--- src/rtl/mult_unit.sv ---
// Iterative shift-add multiplier for MULT/MULTU that owns the HI/LO registers.
// Retires BITS_PER_CYCLE multiplier bits per BUSY cycle and writes HI/LO in one DONE cycle.
module mult_unit #(
    parameter int WIDTH          = 32,
    parameter int BITS_PER_CYCLE = 1
) (
    input  logic             clk,
    input  logic             reset_n,
    input  logic             multstartE,
    input  logic             signedE,
    input  logic [WIDTH-1:0] srcaE,
    input  logic [WIDTH-1:0] srcbE,
    input  logic             hiwriteE,
    input  logic             lowriteE,
    input  logic [WIDTH-1:0] wdataE,
    output logic [WIDTH-1:0] hi,
    output logic [WIDTH-1:0] lo,
    output logic             pve,
    output logic             busy
);

    localparam int AW    = 2 * WIDTH;
    localparam int PW    = WIDTH + BITS_PER_CYCLE;
    localparam int STEPS = WIDTH / BITS_PER_CYCLE;
    localparam int CW    = $clog2(STEPS + 1);

    typedef enum logic [1:0] {
        S_IDLE,
        S_BUSY,
        S_DONE
    } state_t;

    state_t           r_state;
    logic [AW-1:0]    r_acc;
    logic [WIDTH-1:0] r_mcand;
    logic [WIDTH-1:0] r_mplier;
    logic [CW-1:0]    r_count;
    logic             r_sign;
    logic [WIDTH-1:0] r_hi;
    logic [WIDTH-1:0] r_lo;
    logic             r_pve;
    logic             r_busy;

    logic [WIDTH-1:0] w_absA;
    logic [WIDTH-1:0] w_absB;
    logic [PW-1:0]    w_partial;
    logic [PW-1:0]    w_sum;
    logic [AW-1:0]    w_result;

    // Magnitudes of the operands; the most-negative value maps onto 2^(WIDTH-1) unsigned.
    assign w_absA = (signedE && srcaE[WIDTH-1]) ? (~srcaE + WIDTH'(1)) : srcaE;
    assign w_absB = (signedE && srcbE[WIDTH-1]) ? (~srcbE + WIDTH'(1)) : srcbE;

    // Upper half plus one partial product cannot exceed PW bits, so no carry is lost.
    assign w_partial = PW'(r_mcand) * PW'(r_mplier[BITS_PER_CYCLE-1:0]);
    assign w_sum     = PW'(r_acc[AW-1:WIDTH]) + w_partial;
    assign w_result  = r_sign ? (~r_acc + AW'(1)) : r_acc;

    assign hi   = r_hi;
    assign lo   = r_lo;
    assign pve  = r_pve;
    assign busy = r_busy;

    always_ff @(posedge clk or negedge reset_n) begin
        if (!reset_n) begin
            r_state  <= S_IDLE;
            r_acc    <= '0;
            r_mcand  <= '0;
            r_mplier <= '0;
            r_count  <= '0;
            r_sign   <= 1'b0;
            r_hi     <= '0;
            r_lo     <= '0;
            r_pve    <= 1'b1;
            r_busy   <= 1'b0;
        end else begin
            case (r_state)
                S_IDLE: begin
                    if (hiwriteE) r_hi <= wdataE;
                    if (lowriteE) r_lo <= wdataE;
                    if (multstartE) begin
                        r_mcand  <= w_absA;
                        r_mplier <= w_absB;
                        r_sign   <= signedE & (srcaE[WIDTH-1] ^ srcbE[WIDTH-1]);
                        r_acc    <= '0;
                        r_count  <= CW'(STEPS);
                        r_pve    <= 1'b0;
                        r_busy   <= 1'b1;
                        r_state  <= S_BUSY;
                    end
                end
                S_BUSY: begin
                    if (r_count != '0) begin
                        r_acc    <= {w_sum, r_acc[WIDTH-1:BITS_PER_CYCLE]};
                        r_mplier <= r_mplier >> BITS_PER_CYCLE;
                        r_count  <= r_count - CW'(1);
                    end else begin
                        r_state <= S_DONE;
                    end
                end
                S_DONE: begin
                    r_hi    <= w_result[AW-1:WIDTH];
                    r_lo    <= w_result[WIDTH-1:0];
                    r_pve   <= 1'b1;
                    r_busy  <= 1'b0;
                    r_state <= S_IDLE;
                end
                default: begin
                    r_state <= S_IDLE;
                    r_pve   <= 1'b1;
                    r_busy  <= 1'b0;
                end
            endcase
        end
    end

endmodule

--- config.mk ---
export PLATFORM = sky130hd
export DESIGN_NAME = mult_unit
export DESIGN_NICKNAME = d
export VERILOG_FILES = /design/src/rtl/mult_unit.sv
export SDC_FILE = /design/constraint.sdc
export NUM_CORES = 1
export LEC_CHECK = 0
export CELL_PAD_IN_SITES_DETAIL_PLACEMENT = 1
export CELL_PAD_IN_SITES_GLOBAL_PLACEMENT = 1
export CORE_MARGIN = 3
export CORE_UTILIZATION = 46
export CTS_CLUSTER_DIAMETER = 150
export CTS_CLUSTER_SIZE = 16
export DETAILED_ROUTE_END_ITERATION = 10
export PLACE_DENSITY = 0.85
export SYNTH_ARGS = -nofsm -noshare
export SYNTH_HDL_FRONTEND = slang
export SYNTH_SLANG_ARGS = --single-unit
--- constraint.sdc ---
create_clock -name clk -period 4.3 [get_ports clk]
set_clock_uncertainty 0.15 [all_clocks]
set_input_delay 0.86 -clock clk [delete_from_list [all_inputs] [get_ports clk]]
set_output_delay 0.86 -clock clk [all_outputs]
set_load 0.05 [all_outputs]
==> results by group, run 1 <==
Synthesis
  – Synth Area per Inst: 8.47 um2
  – Synthesized Nets: 1655
  – Ys Warns: 0
  – Post-synth cell types: 59
  – Syn Inst Count: 1515
  – Sequential share of the synthesized area: 0.396
  – Predominant post-synthesis flop cell: dfrtp_1
  – Post-synth EDFFs: 0
  – Yosys reg bits: 203
  – Cell area after synthesis: ~13000 um2
  – Share of synthesized registers carrying an async set or reset: 1.00

Clocking
  – H-tree Lvls: 1
  – Skew-Pair Late Insertion Delay: ~0.5 ns
  – Clock net sink count: 203
  – Setup Fix Bufs, Post-CTS: 0
  – Clk Tree Root Cell: clkbuf_16
  – CTS tree: done
  – # hold bufs at CTS: 0
  – Post_cts resized: 0
  – CTS Buf Count: 16
  – Bufs on Longest Clock Path: 3
  – Reg clk slew, reported paths: approximately 0.080 ns

Power
  – Worst IR drop on VDD: 0.000298 V
  – Power density cells: roughly 750 nW/um2
  – Tot Pwr: 11.4 mW
  – Leakage power: 6.28 nW

Place
  – Detailed placement HPWL: 31900 um
  – Post-Place Cells: 1983
  – Dpl cell area: 14800 um2
  – GPL Wtd Cong: ~0.9
  – IO buf count: between 150 and 200
  – DP Worst Slack: between 0.2 and 0.25 ns

Die
  – Die H: between 150 and 200 um
  – FP Rows: 60
  – IO Pins: 168
  – Initial Utilization: 0.472
  – Core box area: 27200 um2
  – Die area: between 20000 and 30000 um2
  – Die X: 173 um

Critical path
  – Worst setup SP type: register
  – Reg2Reg Setup Slack: 0.67 ns
  – CP Data Arrival Time: approximately 3.9 ns
  – Req. time, crit path: around 4.5 ns
  – Worst r2r dst: r_acc[60]$_DFFE_PN0P_
  – Reg-to-Reg Start: r_mplier[0]$_DFFE_PN0P_
  – WS Path Type: register to register
  – Crit. End Element: register
  – Worst R2R Path Depth: 11
  – Worst Path Max Fanout: 33

Routing
  – Vias per std cell: 6.13
  – Initial DRC Count: 831
  – Post-route DRC: 0
  – Via count of the routed design: 12300
  – TritonRoute pass-1 iters: 8
  – Post-DRT Antenna Nets: 0
  – Routed WL: 43000 um
  – DR WL/cell: 21.5 um

Global routing
  – Largest net degree at the start of global routing: 105
  – First-pass GRT wire length: 69200 um
  – Tot GR Track Use: 0.279
  – Grt ovf: 0
  – Initial antenna violation count: 0
  – Vias in the first global route: between 10000 and 15000

Hold path
  – Hold WC Path Type: input port to asynchronous set/reset pin

STA
  – RSZ-0062 raised after global routing: no
  – Hold WS: 0.307 ns
  – # setup viols final: 0
  – Slew HR: 0.344
  – Final setup margin: 0.665 ns
  – Final Max Tran Viols: 0
  – Max frequency: 275 MHz
  – Minimum clock period after layout: 3.63 ns
  – Endpoints failing hold: 0
  – Setup TNS: 0 ns
  – Worst-margin pin slew: 0.980 ns
  – Final period util: 0.845

Flow run
  – Max Cap Viol: 0

Outcome
  – Status: completed

Cells and area
  – Share of layout cells above drive strength 1: 0.0398
  – Number of diodes: 0
  – Synth-to-layout area growth: 19.0%
  – Final Cell Area: 15300 um2
  – Fin util: 0.562
  – Fin cells: roughly 2000
  – Final #Nets: between 1500 and 2000
  – Fill count: 3259
worst max path at each step:
stage                                       start                       to  cells after the start
after CTS                 r_mplier[0]$_DFFE_PN0P_    r_acc[60]$_DFFE_PN0P_                     11
after global routing      r_mplier[0]$_DFFE_PN0P_    r_acc[61]$_DFFE_PN0P_                     11
after global placement                   srcaE[8]  r_mcand[27]$_DFFE_PN0P_                      8
after detailed placement                 srcaE[8]  r_mcand[29]$_DFFE_PN0P_                      8
final                     r_mplier[0]$_DFFE_PN0P_    r_acc[60]$_DFFE_PN0P_                     11
after floorplan                          srcaE[8]  r_mcand[27]$_DFFE_PN0P_                      7
synth_stat cells (all sizes together) (12+ instances only):
master  number  area share
a21oi       76       0.030
or4         19       0.012
or3         25       0.012
nand4       20      0.0097
xnor2       40       0.027
a211oi      16      0.0094
mux2i       27       0.021
dfrtp      202        0.39
xor2        70       0.048
nand2b      12      0.0058
a222oi      17       0.013
nand3       36       0.014
ha          37       0.036
nand2      204       0.060
a21o        17      0.0099
o21ai      222       0.087
o31ai       32       0.019
clkbuf      86       0.025
nor2        95       0.028
nor4        18       0.011
and2        37       0.018
a22oi       26       0.015
nor3        31       0.012
o22ai       18      0.0088
nor2b       17      0.0083
inv         19      0.0056
cell type report:
class | instances | area [um2] | area share
multi-input combinational | 1200 | 7350 | 0.481
sequential | 203 | 5080 | 0.333
timing repair buffer | 189 | 1850 | 0.121
tap | 372 | 465 | 0.0305
clock buffer | 22 | 444 | 0.0291
inverter | 19 | 71.3 | 0.00467
clock inverter | 1 | 7.51 | 0.000491
per-layer routing:
| layer | routed length [um] | global-route usage | vias up |
|---|---|---|---|
| met1 | 18700 | 0.368 | 6127 |
| met5 | 0 | 0 | - |
| met2 | 20700 | 0.484 | 367 |
| li1 | - | - | 5734 |
| met4 | 1300 | 0.0811 | 0 |
| met3 | 2310 | 0.0327 | 76 |
report_power, final:
part	internal, mW	total [mW]	switching (mW)	leakage (nW)
Combinational	2.25	6.30	4.05	3.53
Sequential	2.72	3.66	0.935	2.53
Clock	0.722	1.44	0.722	0.216
Total	5.70	11.4	5.71	6.28
layout by cell type, fill, tap and decap left out, drive strengths merged, types with 4 or more instances in the layout:
cell type      count
a211oi            16
a21o              17
a21oi             76
a222oi            17
a22o               6
a22oi             26
a31oi              8
a32o               4
and2              37
and3               9
buf               22
clkbuf            23
clkdlybuf4s50    166
dfrtp            202
ha                37
inv               19
mux2i             27
nand2            204
nand2b            12
nand3             36
nand4             20
nor2              95
nor2b             17
nor3              31
nor4              18
o211ai            10
o21a               4
o21ai            222
o21bai             4
o22ai             18
o311ai             4
o31ai             32
o41ai             10
or2                7
or3               25
or4               19
xnor2             40
xor2              70
worst max-delay path: stages, from the launching register on:
cell and delay [ns]:
dfrtp_1 0.79, nand2_1 0.30, inv_1 0.12, ha_1 0.24, a211oi_1 0.37, o211ai_1 0.26
a41oi_1 0.29, buf_4 0.17, a211oi_1 0.10, o21ai_0 0.31, mux2i_1 0.23, o311ai_0 0.14
sequential cells by signal, summed over array words and instances, names as in the netlist:
register,count
r_mplier,32
r_sign,1
r_mcand,32
r_acc,64
r_state,2
r_count,6
hi,32
pve,1
lo,32
busy,1
kinds of logic (layout without fill, tap and decap cells):
logic type	after synthesis	in the layout	synth area share
fa+ha+maj	38	38	0.0376
flops	203	203	0.396
buf+inv	112	231	0.0333
mux	27	27	0.0211
xor+xnor	110	110	0.0750
simple gates	535	535	0.203
compound gates	490	490	0.235
No activity file was read; power rests on OpenSTA's default activity.
==> run 2: changes to the inputs <==
--- a/config.mk
+++ b/config.mk
@@ -8,11 +8,11 @@
 export CELL_PAD_IN_SITES_DETAIL_PLACEMENT = 1
 export CELL_PAD_IN_SITES_GLOBAL_PLACEMENT = 1
 export CORE_MARGIN = 3
-export CORE_UTILIZATION = 46
+export CORE_UTILIZATION = 38
 export CTS_CLUSTER_DIAMETER = 150
 export CTS_CLUSTER_SIZE = 16
 export DETAILED_ROUTE_END_ITERATION = 10
-export PLACE_DENSITY = 0.85
+export PLACE_DENSITY = 0.75
 export SYNTH_ARGS = -nofsm -noshare
 export SYNTH_HDL_FRONTEND = slang
 export SYNTH_SLANG_ARGS = --single-unit
==> constraint.sdc (replaced) <==
create_clock -name clk -period 3.08 [get_ports clk]
set_clock_uncertainty 0.15 [all_clocks]
set_input_delay 0.616 -clock clk [delete_from_list [all_inputs] [get_ports clk]]
set_output_delay 0.616 -clock clk [all_outputs]
set_load 0.05 [all_outputs]
==> results by group, run 2 (synthesis gave the netlist of run 1 again) <==
Power
  – Worst IR drop on VDD: 0.000494 V
  – Leakage power: 7.20 nW
  – Power density cells: 1020 nW/um2

Clocking
  – CTS Buf Count: 16
  – Clk Tree Root Cell: clkbuf_16
  – CTS tree: done
  – Reg clk slew, reported paths: 0.08 ns
  – Clock net sink count: a little over 200
  – Bufs on Longest Clock Path: 3
  – Skew-Pair Late Insertion Delay: 0.50 ns
  – H-tree Lvls: 1

STA
  – Final period util: 1.01
  – Max frequency: 321 MHz
  – Final Max Tran Viols: 0
  – RSZ-0062 raised after global routing: yes
  – Minimum clock period after layout: just over 3 ns
  – Setup TNS: -0.0535 ns
  – Worst-margin pin slew: 1.07 ns
  – Endpoints failing hold: 0
  – # setup viols final: 3
  – Slew HR: 0.282
  – Final setup margin: -0.0330 ns

Die
  – Die H: 190 um
  – IO Pins: 168
  – Die X: 190 um
  – Core box area: between 30000 and 40000 um2
  – Initial Utilization: 0.390
  – Die area: 36000 um2
  – FP Rows: 66

Hold path
  – Hold WC Path Type: register to register

Global routing
  – First-pass GRT wire length: approximately 70000 um
  – Vias in the first global route: around 13000
  – Largest net degree at the start of global routing: ~110
  – Grt ovf: 0
  – Initial antenna violation count: 0
  – Tot GR Track Use: 0.244

Routing
  – TritonRoute pass-1 iters: 5
  – Initial DRC Count: around 730
  – Post-route DRC: 0
  – Post-DRT Antenna Nets: 0
  – Via count of the routed design: ~13000
  – Routed WL: 45100 um
  – DR WL/cell: 20.0 um
  – Vias per std cell: 5.68

Cells and area
  – Fin util: 0.518
  – Synth-to-layout area growth: 32.9%
  – Final #Nets: 1942
  – Max reg flops: 64
  – Number of diodes: 0
  – Commonest non-fill, non-tap cell in the layout: o21ai_0
  – Most frequent cells in the layout: o21ai_0 (208), nand2_1 (203), dfrtp_1 (200), buf_4 (185), clkdlybuf4s50_1 (166)
  – Largest register by flop count: r_acc
  – Share of layout cells above drive strength 1: 0.159

Critical path
  – Crit. End Element: register
  – Req. time, crit path: ~3.3 ns
  – CP Data Arrival Time: about 3.3 ns
  – WS Path Type: register to register
  – Worst setup SP type: register
  – Worst Path Max Fanout: 5

Outcome
  – Failing checks: negative setup slack
  – Status: finished with violations

Place
  – IO buf count: 167
  – Detailed placement HPWL: 34400 um
  – GPL Wtd Cong: 0.912

Flow run
  – Max Cap Viol: 0
run 2: per-layer routing:
| metal | GRT usage | vias up | share of wire |
|---|---|---|---|
| met3 | 0.0282 | 56 | 0.044 |
| met2 | 0.434 | 291 | 0.49 |
| met5 | 0 | - | 0 |
| li1 | - | 6093 | - |
| met1 | 0.317 | 6324 | 0.44 |
| met4 | 0.0603 | 0 | 0.021 |
run 2: final timing paths:
kind                                          from                       to  slack (ns)  cells past startpoint
max                          r_acc[33]$_DFFE_PN0P_       hi[27]$_DFFE_PN0P_       -0.03                      7
min                        r_mcand[17]$_DFFE_PN0P_  r_mcand[17]$_DFFE_PN0P_        0.32                      2
max reg2reg                  r_acc[33]$_DFFE_PN0P_       hi[27]$_DFFE_PN0P_       -0.03                      7
min reg2reg                r_mcand[17]$_DFFE_PN0P_  r_mcand[17]$_DFFE_PN0P_        0.32                      2
max in group asynchronous                  reset_n  r_mcand[14]$_DFFE_PN0P_        1.54                      3
min in group asynchronous                  reset_n        lo[1]$_DFFE_PN0P_        0.54                      2
run 2: where the power goes:
part / leakage, nW / switching, mW / internal, mW / total, mW
clock: 0.216 / 1.01 / 1.01 / 2.02
sequential: 2.53 / 1.11 / 3.81 / 4.92
combinational: 4.46 / 6.24 / 4.15 / 10.4
run 2: cell type report:
| class | instances | area, um2 |
|---|---|---|
| Multi-Input combinational cell | 1200 | 7670 |
| Fill cell | 3826 | 15900 |
| Inverter | 19 | 71.3 |
| Clock buffer | 22 | 444 |
| Timing Repair Buffer | 362 | 3230 |
| Clock inverter | 1 | 7.51 |
| Tap cell | 442 | 553 |
| Sequential cell | 203 | 5080 |
run 2: metrics by stage:
step	total power [mW]	instance area, um2	hold slack, ns	std cells	setup slack [ns]
6_report	17.3	17100	0.325	2249	-0.0330
3_5_place_dp	14.9	16200	0.315	2220	-0.558
4_1_cts	17.1	16800	0.331	2246	-0.0163
5_1_grt	18.5	17100	0.361	2249	-0.142
2_1_floorplan	10.7	12800	0.170	1515	0.0527
3_3_place_gp	14.5	16200	0.307	2220	-0.494
run 2: repair_timing:
item,in CTS,in global routing
endpoints found under the setup margin,27,47
buffers inserted,2,4
endpoints found under the hold margin,55,0
pin swaps,8,14
hold buffers,1,0
gates resized for setup,22,54
run 2: critical path, cell delays in order, from the launching register on:
cell and delay (ns):
dfrtp_1 0.39, or4_4 0.55, or4b_4 0.58, or4_4 0.59, buf_12 0.17, nor4_4 0.14, mux2i_1 0.30, a211oi_1 0.12
==> run 3: changes to the inputs <==
--- a/config.mk
+++ b/config.mk
@@ -5,6 +5,7 @@
 export SDC_FILE = /design/constraint.sdc
 export NUM_CORES = 1
 export LEC_CHECK = 0
+export CAP_MARGIN = 25
 export CELL_PAD_IN_SITES_DETAIL_PLACEMENT = 1
 export CELL_PAD_IN_SITES_GLOBAL_PLACEMENT = 1
 export CORE_MARGIN = 3
==> results by group, run 3 (synthesis gave the netlist of run 1 again) <==
Outcome
  – Status: finished with violations
  – Failing checks: negative setup slack

Cells and area
  – Largest register by flop count: r_acc
  – Final Cell Area: 17100 um2
  – Commonest non-fill, non-tap cell in the layout: o21ai_0
  – Max reg flops: between 60 and 70
  – Synth-to-layout area growth: 33.0%
  – Final #Nets: between 1500 and 2000
  – Most frequent cells in the layout: o21ai_0 (208), nand2_1 (203), dfrtp_1 (200), buf_4 (186), clkdlybuf4s50_1 (166)
  – Number of diodes: 0
  – Fin util: 0.518
  – Share of layout cells above drive strength 1: 0.160

Routing
  – TritonRoute pass-1 iters: 8
  – Initial DRC Count: 753
  – Vias per std cell: 5.66
  – DR WL/cell: 20.0 um
  – Routed WL: 45100 um
  – Via count of the routed design: 12700
  – Post-DRT Antenna Nets: 0
  – Post-route DRC: 0

Clocking
  – H-tree Lvls: 1
  – CTS tree: done
  – Reg clk slew, reported paths: ~0.08 ns
  – CTS Buf Count: 16
  – Bufs on Longest Clock Path: 3
  – Clock net sink count: 203
  – Skew-Pair Late Insertion Delay: roughly 0.50 ns
  – Clk Tree Root Cell: clkbuf_16

Critical path
  – Worst Path Max Fanout: 5
  – Crit. End Element: register
  – CP Data Arrival Time: between 3 and 4 ns
  – Req. time, crit path: about 3.3 ns
  – WS Path Type: register to register
  – Worst setup SP type: register

Power
  – Worst IR drop on VDD: 0.000494 V
  – Tot Pwr: 17.3 mW
  – Leakage power: 7.21 nW
  – Power density cells: 1020 nW/um2

Die
  – Die H: 190 um
  – Core box area: 32900 um2
  – Die X: approximately 190 um
  – IO Pins: 168
  – FP Rows: 66
  – Die area: 36000 um2
  – Initial Utilization: 0.390

STA
  – Final setup margin: -0.0504 ns
  – Max frequency: 319 MHz
  – RSZ-0062 raised after global routing: yes
  – Hold WS: 0.325 ns
  – Final period util: 1.02
  – # setup viols final: 3
  – Slew HR: 0.398
  – Worst-margin pin slew: 0.900 ns
  – Minimum clock period after layout: 3.13 ns
  – Final Max Tran Viols: 0
  – Endpoints failing hold: 0

Place
  – Detailed placement HPWL: 34400 um
  – Dpl cell area: 16200 um2
  – IO buf count: 167
  – DP Worst Slack: -0.558 ns
  – GPL Wtd Cong: 0.912

Global routing
  – First-pass GRT wire length: 71800 um
  – Largest net degree at the start of global routing: 109
  – Tot GR Track Use: 0.244
  – Initial antenna violation count: 0
  – Vias in the first global route: 13400
  – Grt ovf: 0

Flow run
  – Max Cap Viol: 0

Hold path
  – Hold WC Path Type: register to register
[run 3: changes by cell type in the layout (fill, tap and decap cells not counted), sizes merged]
cell  change
buf       +1
[run 3: final timing paths]
check,slack [ns],cells after the start,to,start
setup / recovery,-0.05,7,hi[27]$_DFFE_PN0P_,r_acc[33]$_DFFE_PN0P_
hold / removal,0.32,2,r_mcand[17]$_DFFE_PN0P_,r_mcand[17]$_DFFE_PN0P_
setup reg to reg,-0.05,7,hi[27]$_DFFE_PN0P_,r_acc[33]$_DFFE_PN0P_
hold reg to reg,0.32,2,r_mcand[17]$_DFFE_PN0P_,r_mcand[17]$_DFFE_PN0P_
max in group asynchronous,1.54,3,r_mcand[14]$_DFFE_PN0P_,reset_n
min in group asynchronous,0.54,2,lo[28]$_DFFE_PN0P_,reset_n
[run 3: what timing repair did]
| item | in CTS | in global routing |
|---|---|---|
| resized for setup | 22 | 54 |
| setup buffers | 2 | 4 |
| pin swaps | 8 | 14 |
| hold buffers | 1 | 0 |
| hold endpoints to repair | 55 | 0 |
| endpoints found under the setup margin | 27 | 47 |
[run 3: worst max-delay path: stages, from the launching register on]
cell,delay [ns]
dfrtp_1,0.39
or4_4,0.55
or4b_4,0.58
or4_4,0.59
buf_12,0.17
nor4_4,0.14
mux2i_1,0.31
a211oi_1,0.12
[run 3: area by class of cell]
class / instances / area, um2
clock buffers: 22 / 444
clock inverters: 1 / 7.51
fillers: 3826 / 15900
inverters: 19 / 71.3
multi-input cells: 1200 / 7670
flip-flops and latches: 203 / 5080
well taps: 442 / 553
repair buffers: 363 / 3240
[run 3: per-layer routing]
layer / vias to the layer above / global-route usage / part of all wire
li1: 6094 / - / -
met1: 6319 / 0.317 / 0.44
met2: 274 / 0.434 / 0.50
met3: 53 / 0.0282 / 0.043
met4: 0 / 0.0603 / 0.020
met5: - / 0 / 0
[run 3: per-stage QoR]
step                instances  setup TNS [ns]
detailed placement       2220           -9.97
CTS                      2246         -0.0326
floorplan                1515               0
global route             2250          -0.572
global placement         2220           -6.15
finish                   2250         -0.0677
[run 3: power by group]
part           switching, mW  internal [mW]
registers               1.11           3.81
clock network           1.00           1.01
logic                   6.25           4.15
total                   8.36           8.97
